===== config.mk =====
export PLATFORM = sky130hd
export DESIGN_NAME = seven_segment_scan_reader
export DESIGN_NICKNAME = d
export VERILOG_FILES = /design/src/rtl/seven_segment_scan_reader.sv
export SDC_FILE = /design/constraint.sdc
export NUM_CORES = 1
export LEC_CHECK = 0
export ABC_AREA = 0
export BUFFER_PORTS_ARGS = -buffer_cell sky130_fd_sc_hd__buf_4
export CAP_MARGIN = 10
export CORE_MARGIN = 4
export CORE_UTILIZATION = 55
export CTS_CLUSTER_SIZE = 30
export DETAILED_ROUTE_END_ITERATION = 16
export HOLD_SLACK_MARGIN = 0.15
export PLACE_DENSITY_LB_ADDON = 0.25
export SETUP_SLACK_MARGIN = 0.2
export SYNTH_ARGS = -nofsm -noshare
export SYNTH_HDL_FRONTEND = slang
export SYNTH_SLANG_ARGS = --single-unit

===== constraint.sdc =====
create_clock -name clk -period 3.37 [get_ports clk]
set_input_delay 0.337 -clock clk [delete_from_list [all_inputs] [get_ports clk]]
set_output_delay 0.337 -clock clk [all_outputs]
set_load 0.05 [all_outputs]

===== src/rtl/seven_segment_scan_reader.sv =====
// Reads a scanned 7-segment display bus back into a DIGITS-nibble word offered on valid/ready.
// Build option: define SEG_ACTIVE_LOW_EN for active-low segment lines (blank = 7'b1111111).
module seven_segment_scan_reader #(
    parameter int DIGITS        = 4,
    parameter int STABLE_CYCLES = 8,
    parameter int CNT_W         = 4
) (
    input  logic                  clk,
    input  logic                  rst_n,
    input  logic [6:0]            seg_in,
    input  logic [DIGITS-1:0]     dig_sel,
    input  logic                  frame_ready,
    output logic [4*DIGITS-1:0]   value,
    output logic [DIGITS-1:0]     digit_ok,
    output logic                  frame_valid,
    output logic                  err_pulse,
    output logic                  o_dbg_state
);
    // Handshake: a frame transfers on every rising edge where frame_valid && frame_ready;
    // frame_valid never drops without that transfer, and value is stable while it is high.
    localparam int SLOT_W = (DIGITS > 1) ? $clog2(DIGITS) : 1;
    localparam logic [CNT_W-1:0] CNT_LAST = CNT_W'(STABLE_CYCLES - 1);
    localparam logic [CNT_W-1:0] CNT_MAX  = CNT_W'(STABLE_CYCLES);

    typedef enum logic {COLLECT = 1'b0, HOLD = 1'b1} state_t;

    state_t                r_state, w_state_nxt;
    logic [6:0]            r_seg_s1, r_seg_s2, r_seg_prev;
    logic [DIGITS-1:0]     r_dig_s1, r_dig_s2, r_dig_prev;
    logic [CNT_W-1:0]      r_cnt;
    logic [4*DIGITS-1:0]   r_value, w_value_nxt;
    logic [DIGITS-1:0]     r_ok, w_ok_nxt;
    logic                  r_valid, w_valid_nxt;
    logic                  r_err, w_err_nxt;
    logic [6:0]            w_seg;
    logic                  w_same, w_commit, w_qual, w_match;
    logic [3:0]            w_nib;
    logic [SLOT_W-1:0]     w_slot;

`ifdef SEG_ACTIVE_LOW_EN
    assign w_seg = ~r_seg_s2;
`else
    assign w_seg = r_seg_s2;
`endif

    assign w_same   = (r_seg_s2 == r_seg_prev) && (r_dig_s2 == r_dig_prev);
    // Counter saturates past CNT_LAST, so a long stable window yields exactly one commit.
    assign w_commit = w_same && (r_cnt == CNT_LAST);
    assign w_qual   = w_commit && $onehot(r_dig_s2) && (w_seg != 7'b0000000);

    always_ff @(posedge clk or negedge rst_n) begin
        if (!rst_n) begin
            r_seg_s1   <= '0;
            r_seg_s2   <= '0;
            r_seg_prev <= '0;
            r_dig_s1   <= '0;
            r_dig_s2   <= '0;
            r_dig_prev <= '0;
            r_cnt      <= '0;
        end else begin
            r_seg_s1   <= seg_in;
            r_seg_s2   <= r_seg_s1;
            r_seg_prev <= r_seg_s2;
            r_dig_s1   <= dig_sel;
            r_dig_s2   <= r_dig_s1;
            r_dig_prev <= r_dig_s2;
            if (!w_same) begin
                r_cnt <= '0;
            end else if (r_cnt != CNT_MAX) begin
                r_cnt <= r_cnt + 1'b1;
            end
        end
    end

    always_comb begin
        w_match = 1'b1;
        w_nib   = 4'h0;
        case (w_seg)
            7'b0111111: w_nib = 4'h0;
            7'b0000110: w_nib = 4'h1;
            7'b1011011: w_nib = 4'h2;
            7'b1001111: w_nib = 4'h3;
            7'b1100110: w_nib = 4'h4;
            7'b1101101: w_nib = 4'h5;
            7'b1111101: w_nib = 4'h6;
            7'b0000111: w_nib = 4'h7;
            7'b1111111: w_nib = 4'h8;
            7'b1100111: w_nib = 4'h9;
            7'b1110111: w_nib = 4'hA;
            7'b1111100: w_nib = 4'hB;
            7'b0111001: w_nib = 4'hC;
            7'b1011110: w_nib = 4'hD;
            7'b1111001: w_nib = 4'hE;
            7'b1110001: w_nib = 4'hF;
            default:    w_match = 1'b0;
        endcase
    end

    always_comb begin
        w_slot = '0;
        for (int i = 0; i < DIGITS; i++) begin
            if (r_dig_s2[i]) w_slot = SLOT_W'(i);
        end
    end

    always_comb begin
        w_state_nxt = r_state;
        w_value_nxt = r_value;
        w_ok_nxt    = r_ok;
        w_valid_nxt = r_valid;
        w_err_nxt   = w_qual && !w_match;
        case (r_state)
            COLLECT: begin
                if (w_qual) begin
                    if (w_match) w_value_nxt[{w_slot, 2'b00} +: 4] = w_nib;
                    w_ok_nxt[w_slot] = w_match;
                end
                if (&w_ok_nxt) begin
                    w_valid_nxt = 1'b1;
                    w_state_nxt = HOLD;
                end
            end
            HOLD: begin
                if (frame_ready) begin
                    w_valid_nxt = 1'b0;
                    w_ok_nxt    = '0;
                    w_state_nxt = COLLECT;
                end
            end
            default: w_state_nxt = COLLECT;
        endcase
    end

    always_ff @(posedge clk or negedge rst_n) begin
        if (!rst_n) begin
            r_state <= COLLECT;
            r_value <= '0;
            r_ok    <= '0;
            r_valid <= 1'b0;
            r_err   <= 1'b0;
        end else begin
            r_state <= w_state_nxt;
            r_value <= w_value_nxt;
            r_ok    <= w_ok_nxt;
            r_valid <= w_valid_nxt;
            r_err   <= w_err_nxt;
        end
    end

    assign value       = r_value;
    assign digit_ok    = r_ok;
    assign frame_valid = r_valid;
    assign err_pulse   = r_err;
    assign o_dbg_state = r_state;

endmodule


==> impl_summary.md <==
Power
The ratio of total power to cell area is about 480 nW/µm². The leakage power of the design is 1.65 nW. The highest ir drop seen on vdd is ~0.34 mV. The sum of internal, switching and leakage power is 0.00172 W.

Global routing
The via count of the first global-routing pass came to 1913. In the global route stage, overall resource usage came out at 18.2%. The total congestion overflow is 0. Entering global routing, the biggest net connects 61 pins. The met3 demand-to-capacity share in global routing is 3.70%. Global routing consumed, on the met1 layer, a little under a quarter of the routing resources. In this run the most used layer during global routing was met2. For this run, global-route usage on met2 was measured as slightly below 30%. The number of antenna violations at the first check in global routing is 0.

The global-route wire length before repair is 9090 µm.

Logic synthesis
Summing every instance area after synthesis gives 2910 µm². Counting flops and latches in the post-synthesis netlist gives 60. For this run, the leading register cell type out of synthesis is dfrtp_1. The number of nets produced by synthesis is approximately 270.

After technology mapping, the gate count stands at ~250. Of the synthesized area, sequential elements account for between 50% and 60%. The number of distinct standard cells referenced by the synthesized netlist is 47. Counting flops with an async set or reset pin after synthesis yields a share of 100%. The synthesized design contains 0 enable-type register cells. The mean instance size in the synthesized netlist is 11.7 µm². During synthesis, Yosys emitted a total of 0 warnings.

Clock tree
The clock latency at the later pin of the worst-skew pair is approximately 0.33 ns. The clock passes through at most 2 buffers. CTS built an H-tree with a depth of 3. The number of clock buffers added by TritonCTS is 9. The TritonCTS clock tree is done. Clock-pin slew was measured on the worst setup and hold paths at ~0.070 ns. The clock tree root driver cell is clkbuf_8.

The clock sink total is 60.

Die
The placement row count is 26. The starting utilization of the core area is 57.0%. In this run the count of I/O pins placed on the die edge is 37.

The area of the die is around 6500 µm². The floorplan step set the die height to approximately 81 µm. The core region is between 5000 and 6000 µm². The die is roughly 81 µm wide.

Critical path
In this run the worst path has a maximum fanout of 6. STA puts the critical path data required time at around 3.6 ns. The worst setup path is of the register to register kind. The largest single stage delay on the critical path is approximately 0.53 ns. STA classifies the critical path endpoint as a register. The number of cells on the worst reg-to-reg path is 11.

The worst setup path is launched from a register. The signal on the critical path passes through inv_1 > fa_1 > inv_1 > ha_1 > ha_1 > nor4b_2 > nand4_1 > nor3_4 > buf_12 > nand3_4 > mux2_4. The arrival time of the worst setup path is approximately 3.2 ns.

On the critical path, the stage with the largest delay is an instance of fa_1.

Routing
After detailed routing, the average wire length per cell comes to around 14 µm. Across all layers, the routed design uses between 2000 and 2500 vias. The number of search-and-repair iterations in the first detailed-routing pass is 4. Once detail routing completed, the nets flagged for antenna violations numbered 0. The total DRC errors in the routed layout is 0. Dividing the detail-routed via count by the number of cells gives ~5.4. The wire length reported by the detailed router is about 5400 µm.

The initial DRC count is 71.

Finish
The net count of the finished layout is approximately 320. Leaving out fill and tap cells, the most frequent cells in the layout are dfrtp_1 (60), buf_4 (38), nor2_1 (21). The antenna diode instance count is 0.

Leaving out fill and tap cells, the most frequent cell in the layout is dfrtp_1. Relative to the synthesized area, the layout overhead comes to 23.7%. The fraction of final layout cells with drive strength greater than 1 is about a quarter.

Timing
The highest clock rate is roughly 0.33 GHz. The share of the cycle needed by the critical path after routing is around nine tenths. The number of endpoints with negative hold slack in the final report is 0.

For the pin with the worst max-slew slack, the measured transition is 0.706 ns. The minimum period implied by the final worst setup slack is 3.00 ns. The final setup violation count is 0. Setup repair after global routing left no endpoint under its margin.

The number of pins with negative max-slew slack in the final report is 0. On the final layout, the worst clock skew is approximately 0.0071 ns. Measured against its own limit, the worst slew margin works out to 53.0%. The sum of negative setup slack is 0 ns.

Outcome
The run finished with clean final reports.

Worst hold path
The class of the most critical hold timing path is input port to register. Counting instances, the worst hold path has a depth of 2.

Flow run
The count of max-cap constraint violations is 0.

Placed design
The congestion estimate from routability-driven global placement came to 0.800. The detailed-placement wirelength estimate is roughly 3700 µm. The number of input and output port buffers inserted is 36.
==> critical path, delay by kind of cell (launching register included) <==
| family | cells | cell delay (ns) |
|---|---|---|
| fa+ha+maj | 3 | 0.98 |
| buf+inv | 3 | 0.28 |
| flops | 1 | 0.39 |
| mux | 1 | 0.33 |
| simple gates | 4 | 0.88 |
==> per-stage QoR <==
stage	cell area (µm²)	hold WS [ns]	setup slack [ns]	utilization, %	std cells
after floorplan	2910	0.0414	0.443	-	248
after global placement	3230	0.332	0.315	63.2	345
after detailed placement	3230	0.335	0.167	63.2	345
after CTS	3580	0.213	0.261	70.2	374
after global routing	3600	0.229	0.206	70.4	375
final	3600	0.229	0.373	70.4	375
==> where the power goes <==
part           internal, W  switching [W]
sequential        0.000757      0.0000418
clock             0.000436       0.000263
combinational    0.0000870       0.000140
==> final timing paths <==
kind	slack [ns]	to	startpoint
worst max-delay path	0.37	value[8]$_DFFE_PN0P_	r_dig_s2[0]$_DFF_PN0_
worst min-delay path	0.23	o_dbg_state$_DFF_PN0_	frame_ready
worst max register to register	0.37	value[8]$_DFFE_PN0P_	r_dig_s2[0]$_DFF_PN0_
worst min register to register	0.35	r_seg_s2[4]$_DFF_PN0_	r_seg_s1[4]$_DFF_PN0_
max in group asynchronous	2.28	r_seg_s2[3]$_DFF_PN0_	rst_n
min in group asynchronous	0.63	o_dbg_state$_DFF_PN0_	rst_n
==> cells by family (layout without fill, tap and decap cells) <==
kind of cell	after synthesis	count (layout)	share of synthesized area, %
buffers and inverters	23	80	3.35
multiplexers	20	20	9.63
AND/OR/NAND/NOR	88	88	18.8
adder cells (fa/ha/maj)	9	9	4.13
flip-flops	60	60	51.6
AO/OA/AOI/OAI	33	33	7.91
XOR/XNOR	15	15	4.52
==> area by class of cell <==
class	count	area [µm²]
inverter	13	48.8
clock inverter	4	72.6
fill	370	1510
tap	70	87.6
sequential	60	1500
clock buffer	12	145
timing repair buffer	51	425
multi-input combinational	165	1320
==> synth_stat cells (5+ instances only) <==
library cell / number / area [µm²]
nand3_1: 5 / 25.0
o22ai_1: 5 / 31.3
nand3b_1: 9 / 67.6
clkbuf_1: 6 / 22.5
nor2_1: 21 / 78.8
ha_1: 8 / 100
xnor2_1: 12 / 105
dfrtp_1: 60 / 1500
inv_1: 13 / 48.8
a21oi_1: 6 / 30.0
a31oi_1: 5 / 31.3
mux2_4: 16 / 240
nand2_1: 14 / 52.6
==> flip-flops by register name (all words and copies together), names as in the netlist <==
name and cells:
r_seg_s1 7, frame_valid 1, o_dbg_state 1, err_pulse 1, r_seg_prev 7, r_dig_prev 4
r_seg_s2 7, value 16, r_dig_s2 4, r_cnt 4, r_dig_s1 4, digit_ok 4
==> layer usage <==
metal | wire length (µm) | part of all wire (%)
met1 | 2510 | 47
met2 | 2590 | 48
met3 | 214 | 4.0
met4 | 53 | 0.99
met5 | 0 | 0
==> repair_timing <==
| action | in CTS | in global routing |
|---|---|---|
| setup endpoints to repair | 16 | 16 |
| buffers inserted | 1 | 1 |
| endpoints found under the hold margin | 71 | 0 |
| hold buffers | 12 | 0 |
| pin swaps | 1 | 1 |
| gates resized for setup | 0 | 1 |
Power figures use the tool's default switching activity.
